--- config.mk ---
export PLATFORM = sky130hd
export DESIGN_NAME = chunked_adder_seq
export DESIGN_NICKNAME = d
export VERILOG_FILES = /design/src/rtl/chunked_adder_seq.sv
export SDC_FILE = /design/constraint.sdc
export NUM_CORES = 1
export LEC_CHECK = 0
export CAP_MARGIN = 20
export CORE_MARGIN = 3
export CORE_UTILIZATION = 45
export CTS_BUF_LIST = sky130_fd_sc_hd__clkbuf_16
export CTS_CLUSTER_SIZE = 30
export DETAILED_ROUTE_END_ITERATION = 16
export PLACE_DENSITY = 0.82
export SLEW_MARGIN = 20
export SYNTH_ARGS = -nofsm -noshare
export SYNTH_HDL_FRONTEND = slang
export SYNTH_SLANG_ARGS = --single-unit
--- constraint.sdc ---
create_clock -name clk -period 2.7 [get_ports clk]
set_clock_uncertainty 0.2 [all_clocks]
set_input_delay 0.405 -clock clk [delete_from_list [all_inputs] [get_ports clk]]
set_output_delay 0.405 -clock clk [all_outputs]
set_load 0.005 [all_outputs]
--- src/rtl/chunked_adder_seq.sv ---
// chunked_adder_seq: adds two WIDTH-bit operands one CHUNK-bit slice per cycle through an external ripple stage
module chunked_adder_seq #(
  parameter int WIDTH = 32,
  parameter int CHUNK = 4
) (
  input  logic             clk,
  input  logic             rst,
  input  logic             in_valid,
  output logic             in_ready,
  input  logic [WIDTH-1:0] a,
  input  logic [WIDTH-1:0] b,
  input  logic             cin,
  output logic [CHUNK-1:0] rca_in1,
  output logic [CHUNK-1:0] rca_in2,
  output logic             rca_cin,
  input  logic [CHUNK-1:0] rca_sum,
  input  logic             rca_cout,
  output logic             out_valid,
  input  logic             out_ready,
  output logic [WIDTH-1:0] sum,
  output logic             cout,
  output logic             overflow
);
  localparam int NCH = WIDTH / CHUNK;
  localparam int IW = NCH > 1 ? $clog2(NCH) : 1;
  if (WIDTH % CHUNK != 0) begin : g_chk
    $error("WIDTH must be a multiple of CHUNK");
  end
  typedef enum logic [1:0] {IDLE, RUN, DONE} state_t;
  state_t r_state, w_nxt;
  logic [WIDTH-1:0] r_a, r_b, r_sum;
  logic [IW-1:0] r_idx;
  logic r_carry, r_cout, r_ovf, r_valid, w_run, w_last;
  always_ff @(posedge clk)
    r_state <= rst ? IDLE : w_nxt;
  always_comb begin
    w_run = r_state == RUN;
    w_last = r_idx == IW'(NCH - 1);
    w_nxt = (r_state == IDLE && in_valid) ? RUN :
            (w_run && w_last) ? DONE :
            (r_state == DONE && out_ready) ? IDLE : r_state;
    in_ready = r_state == IDLE && !rst;
    rca_in1 = w_run ? r_a[r_idx*CHUNK +: CHUNK] : '0;
    rca_in2 = w_run ? r_b[r_idx*CHUNK +: CHUNK] : '0;
    rca_cin = w_run && r_carry;
  end
  always_ff @(posedge clk)
    if (rst) begin
      r_a <= '0;
      r_b <= '0;
      r_sum <= '0;
      r_idx <= '0;
      r_carry <= 1'b0;
      r_cout <= 1'b0;
      r_ovf <= 1'b0;
      r_valid <= 1'b0;
    end else if (r_state == IDLE && in_valid) begin
      r_a <= a;
      r_b <= b;
      r_carry <= cin;
      r_idx <= '0;
      r_sum <= '0;
    end else if (w_run) begin
      r_sum[r_idx*CHUNK +: CHUNK] <= rca_sum;
      r_carry <= rca_cout;
      r_idx <= w_last ? '0 : r_idx + 1'b1;
      if (w_last) begin
        r_cout <= rca_cout;
        r_ovf <= (r_a[WIDTH-1] == r_b[WIDTH-1]) && (rca_sum[CHUNK-1] != r_a[WIDTH-1]);
        r_valid <= 1'b1;
      end
    end else if (r_state == DONE && out_ready)
      r_valid <= 1'b0;
  assign out_valid = r_valid;
  assign sum = r_sum;
  assign cout = r_cout;
  assign overflow = r_ovf;
endmodule

-- Word level (Yosys, flattened, before mapping)
Index checks and enable logic that the tools add are counted.
W data, S select, Z words.
- register bits after elaboration: 105
- input bits: 74
- output and inout bits: 45
- logic and storage cells: 50
- add/sub/neg operators: 2
- eq/ne operators: 6
- shifts and indexed selects: 4
- muxes and demuxes: 12
- bitwise logic cells: 1
- reduce and logical (&&, ||, !) cells: 15
- operators with widths (kind ; number):
    $shiftx A32 B6 Y4 ; 2
    $neg A5 Y34 ; 1
    $shift A4 B34 Y32 const A ; 1
    $shiftx A4 B34 Y32 ; 1
    $bwmux W32 ; 1
    $mux W4 ; 2
    $logic_and A1 B1 Y1 ; 6
    $mux W1 ; 6
    $reduce_and A3 Y1 ; 2
    $reduce_bool A2 Y1 ; 3
    $mux W2 ; 2
    $add A3 B1 Y3 const B ; 1
    $eq A3 B3 Y1 const B ; 1
    $mux W3 ; 1
    $reduce_bool A3 Y1 ; 1
    $eq A2 B1 Y1 const B ; 1
    $eq A2 B2 Y1 const B ; 1
    $logic_not A2 Y1 ; 1
    $ne A2 B1 Y1 const B ; 1
    $reduce_or A2 Y1 ; 1
    $eq A1 B1 Y1 ; 1
    $logic_not A1 Y1 ; 1
    $ne A1 B1 Y1 ; 1
    $not A1 Y1 ; 1

-- Depth between registers and ports, before layout
- depth after elaboration: 5
- gate-level depth with buffers: 9
- mapped depth without buffers: 7

-- Worst setup path before layout
No wires, ideal clock.
- kind: reg2reg
- from: register r_idx[1]
- to: register r_sum[16], in the netlist sum[16]
- setup time: 0.064 ns
- arrival time: 2.092 ns
- data required time: 2.436 ns
- path slack: 0.344 ns
- cell stages (with the launch flop): 10
- buffers on the path: 2
- clock period less this slack: 2.356 ns
- path through: dfxtp_1 buf_6 buf_4 inv_1 ha_1 ha_1 nor4b_1 and2_1 mux2i_1 nor2_1
- cells in the longest elaborated chain, start to end: 3
- elaborated cells between the ends (all ways): 4
- those cells by class: 1 x add/sub; 2 x shift; 1 x mux
- RTL lines (what ; line ; RTL):
    start: declaration ; 32 ; logic [IW-1:0] r_idx;
    start signal: assignment ; 66 ; r_idx <= w_last ? '0 : r_idx + 1'b1;
    $neg A5 Y34 (*) ; 64 ; r_sum[r_idx*CHUNK +: CHUNK] <= rca_sum;
    $shiftx A4 B34 Y32 / $shift A4 B34 Y32 (equally long branches) ; 64 ;
    $bwmux W32 (*) ; 64 ;
    end signal: indexed assignment ; 64 ;
    end: declaration ; 31 ; logic [WIDTH-1:0] r_a, r_b, r_sum;
Every way passes the cells marked *; elsewhere a longest branch is shown, timed or not.
A chain may end at the register's enable or synchronous reset.

-- Worst setup path after layout
- from: register r_idx[0]
- to: output rca_in2[1]
- cells in the longest elaborated chain, start to end: 2
- RTL lines (what ; line ; RTL):
    $shiftx A32 B6 Y4 ; 44 ; rca_in2 = w_run ? r_b[r_idx*CHUNK +: CHUNK] : '0;
    $mux W4 ; 44 ;
    end: declaration ; 14 ; output logic [CHUNK-1:0] rca_in2,
No other way between the ends.

==> results.txt <==
The first global-routing pass estimated 19700 um of wire. The initial standard-cell utilization of the core came out at 47.4%. The die is 109 um tall. The core region is 0.0100 mm2.

The internal cell power is 2.65 mW. The number of buffers inserted by hold repair at cts came out at 0. The largest fanout on the critical path came out at 8. The via count of the first global-routing pass came out at 4115.

Counting every net in the synthesized netlist gives 642. The relative contribution of sequential cells to total power is 47.3%. The final total negative setup slack came out at 0 ps.

By area, the combinational part of the netlist is dominated by simple AND/OR/NAND/NOR gates. Clock-pin slew was measured on the worst setup and hold paths at 70 ps. The area of the die is 0.0118 mm2. The post-synthesis average cell area came out at 8.46 um2. The H-tree was split into 3 levels. The total overflow left after global routing is 0. The final hold violation count came out at 0. The count of warnings emitted by yosys came out at 0. The cell with the largest stage delay on the worst path is sky130_fd_sc_hd__clkdlybuf4s50_1. The number of antenna violations at the first check in global routing came out at 0.

The worst-case IR drop observed on VDD is 462 uV. After Yosys synthesis, full adders, half adders and majority gates account for 1.85% of the synthesized area. The compound-gate portion of the synthesized area is 11.4%. The net total in the final layout is 743.

For the finished layout, the period the worst path requires is 2650 ps. The congestion estimate from routability-driven global placement came to 0.861. Counting every instance in the synthesized netlist gives 561.

Dividing the final minimum period by the clock period gives 98.0%. The clock passes through at most 2 buffers. The count of final setup violators came out at 0. TritonCTS built the clock tree. The slew at the pin closest to its max-slew limit is 703 ps. In this run the count of I/O pins placed on the die edge is 119. Detailed placement ended at an HPWL of 9150 um.

Walking the worst path, the cells encountered are nand2_1 -> a211oi_4 -> nor4_4 -> clkdlybuf4s50_1. Entering global routing, the biggest net connects 71 pins. The buffer cell driving the clock tree root is sky130_fd_sc_hd__clkbuf_16. The critical path is of the reg2out type. At the placement stage, the worst setup path has a slack of 195 ps. Summed over all cells, the static leakage comes to 2.45 nW. The xor and xnor area share after synthesis is 0%. Per report_power, the clock group accounts for 40.1% of the total. The total number of vias is 4206.

The share of the yosys chip area belonging to registers is 44.3%. The clock sink count came out at 105. The count of flip-flops with a built-in enable after synthesis is 0. In this run the core area contains 36 standard-cell rows. The first routing iteration left 263 violations. The via-per-instance ratio came out at 5.26.

The power spent charging and discharging nets came out at 850 uW. The synthesized area came out at 0.00474 mm2. The pre-antenna-repair detailed-routing pass consisted of 4 iterations.

The antenna diode count is 0. In this run the worst hold path is classified as reg2reg. The worst slew slack as a fraction of its limit is 53.2%. The wire length per cell after detailed routing is 15.1 um.

Once routing completed, OpenROAD measured the worst setup slack at 54.5 ps. The achievable clock frequency is 0.378 GHz. The DRC violation count after routing is 0. The proportion of synthesized flip-flops having asynchronous set or reset is 0%. The dominant register cell in the synthesized netlist is sky130_fd_sc_hd__dfxtp_1.

The fraction of synthesized area in multiplexers came out at 11.4%. Across the run, the number of max-cap violations was 0. Setup repair after global routing left no endpoint under its margin. The basic-gate share of the synthesized area counting and, or, nand and nor cells came out at 25.6%. The source-to-sink clock delay at the later pin of the worst-skew pair is 340 ps. The switching portion of total power is 24.3%. The combinational share of power came out at 12.6%.

The overall die width is 109 um. The required time at the endpoint of the critical path is 2100 ps. The all-layer global routing usage is 21.0%.

The synthesized netlist contains 34 unique library cells. For this design the ratio of total power to cell area is 553 mW/mm2. The final layout contains routed wiring with a total length of 12000 um.

The flow ran to the end, and the final reports show no timing, DRC or antenna violations. The synthesis-to-layout area growth is 33.5%. The flop and latch count out of synthesis is 105. STA classifies the critical path endpoint as an output port. STA classifies the critical path startpoint as a flop.

The TritonCTS buffer count came out at 9. In this design, the stage delay of the slowest critical-path cell is 570 ps. The number of nets with antenna violations after detailed routing is 0. The number of buffers added on ports came out at 118. The share of final-layout standard cells stronger than drive strength 1 came out at 7.50%. STA puts the critical path data arrival time at 2040 ps.

The count of pins over their slew limit came out at 0.
sequential cells by signal, indices dropped and copies added (netlist names):
| register | cells |
|---|---|
| r_a | 32 |
| r_b | 32 |
| sum | 32 |
| r_idx | 3 |
| r_state | 2 |
| cout | 1 |
| out_valid | 1 |
| overflow | 1 |
| r_carry | 1 |
cells by family after synthesis:
group | after synthesis
fa+ha+maj | 7
buf+inv | 43
simple gates | 255
compound gates | 97
flops | 105
mux | 54
power by group through the flow:
stage,clock [mW],combinational [mW],sequential [mW]
6_report,1.41,0.440,1.66
5_1_grt,1.49,0.484,1.66
4_1_cts,1.42,0.439,1.66
3_5_place_dp,0,0.437,1.69
3_3_place_gp,0,0.426,1.69
2_1_floorplan,0,0.264,1.68
cell usage after synthesis, types with 2 or more instances:
master                     instances  area [um2]
sky130_fd_sc_hd__nand2_1         144         541
sky130_fd_sc_hd__dfxtp_1         105        2100
sky130_fd_sc_hd__a21oi_1          72         360
sky130_fd_sc_hd__nor2_1           58         218
sky130_fd_sc_hd__mux2i_1          54         541
sky130_fd_sc_hd__buf_2            14        70.1
sky130_fd_sc_hd__a211oi_1         11        82.6
sky130_fd_sc_hd__nor2b_1          11        68.8
sky130_fd_sc_hd__clkbuf_1         10        37.5
sky130_fd_sc_hd__nand2b_1          9        56.3
sky130_fd_sc_hd__and2_1            7        43.8
sky130_fd_sc_hd__buf_4             7        52.6
sky130_fd_sc_hd__buf_6             7        78.8
sky130_fd_sc_hd__ha_1              7        87.6
sky130_fd_sc_hd__o22ai_1           6        37.5
sky130_fd_sc_hd__a22o_1            5        43.8
sky130_fd_sc_hd__nor4_1            5        31.3
sky130_fd_sc_hd__nor3_4            4        65.1
sky130_fd_sc_hd__inv_1             3        11.3
sky130_fd_sc_hd__nand4b_4          3        71.3
sky130_fd_sc_hd__nor3_1            3        15.0
sky130_fd_sc_hd__buf_1             2        7.51
sky130_fd_sc_hd__o21ai_0           2        10.0
sky130_fd_sc_hd__or2b_1            2        15.0
area by class of cell:
class                           count  area (um2)
Multi-Input combinational cell    413        2440
Tap cell                          133         166
Timing Repair Buffer              130        1290
Inverter                            3        11.3
Fill cell                         840        3660
Clock buffer                        9         225
Clock inverter                      7         101
Sequential cell                   105        2110
path summary, 6_finish.rpt:
path,from,to,slack [ps],cells past startpoint
hold / removal,r_b[20]$_SDFFE_PP0P_,r_b[20]$_SDFFE_PP0P_,250,2
setup / recovery,r_idx[0]$_SDFFE_PP0P_,rca_in2[1],50,4
hold reg to reg,r_b[20]$_SDFFE_PP0P_,r_b[20]$_SDFFE_PP0P_,250,2
setup reg to reg,r_idx[1]$_SDFFE_PP0P_,sum[10]$_SDFFE_PP0P_,230,8
metal layers:
layer | GRT usage (%) | wire length [um] | vias to the layer above
met4 | 6.31 | 188 | 0
met2 | 37.3 | 6340 | 140
met1 | 25.5 | 4850 | 1965
met5 | 0 | 0 | -
met3 | 4.26 | 664 | 19
li1 | - | - | 2082
what timing repair did:
action | in CTS | in global routing
gates resized for setup | 10 | 9
pin swaps | 1 | 0
hold endpoints to repair | 0 | 0
setup buffers | 0 | 0
endpoints found under the setup margin | 8 | 4
metrics by stage:
step	cells	power (mW)	cell area (um2)	utilization, %	hold WS (ps)
3_5_place_dp	784	2.13	5960	59.6	247
5_1_grt	800	3.64	6340	63.4	278
4_1_cts	800	3.52	6300	63.0	254
3_3_place_gp	784	2.12	5960	59.6	240
6_report	800	3.50	6340	63.4	252
2_1_floorplan	561	1.94	4740	-	232
critical path, delay by kind of cell (launching register included):
kind / cells / cell delay [ps]
AOI/OAI and AO/OA: 1 / 90
buffers and inverters: 1 / 570
DFF: 1 / 380
and+or+nand+nor: 2 / 660
cell usage in the layout, fill, tap and decap left out, types with 2 or more instances in the layout:
cell type and instances:
sky130_fd_sc_hd__buf_12 2, sky130_fd_sc_hd__clkbuf_16 9, sky130_fd_sc_hd__clkinv_4 2, sky130_fd_sc_hd__dfxtp_1 104, sky130_fd_sc_hd__dlygate4sd2_1 5, sky130_fd_sc_hd__nand4b_4 3, sky130_fd_sc_hd__or2b_1 2, sky130_fd_sc_hd__mux2i_1 54
sky130_fd_sc_hd__nor2_1 56, sky130_fd_sc_hd__and2_1 6, sky130_fd_sc_hd__nand2_1 143, sky130_fd_sc_hd__nor2_2 2, sky130_fd_sc_hd__nor2b_1 11, sky130_fd_sc_hd__clkdlybuf4s50_1 110, sky130_fd_sc_hd__inv_2 2, sky130_fd_sc_hd__nor4_1 3
sky130_fd_sc_hd__a22o_1 5, sky130_fd_sc_hd__dlymetal6s2s_1 2, sky130_fd_sc_hd__buf_4 10, sky130_fd_sc_hd__a21oi_1 72, sky130_fd_sc_hd__o22ai_1 6, sky130_fd_sc_hd__nand2b_1 9, sky130_fd_sc_hd__nor3_1 3, sky130_fd_sc_hd__nor3_4 4
sky130_fd_sc_hd__o21ai_0 2, sky130_fd_sc_hd__a211oi_1 10, sky130_fd_sc_hd__ha_1 7, sky130_fd_sc_hd__bufinv_16 2, sky130_fd_sc_hd__nor4b_2 2
Note: power is estimated with default switching activity, not from simulation.
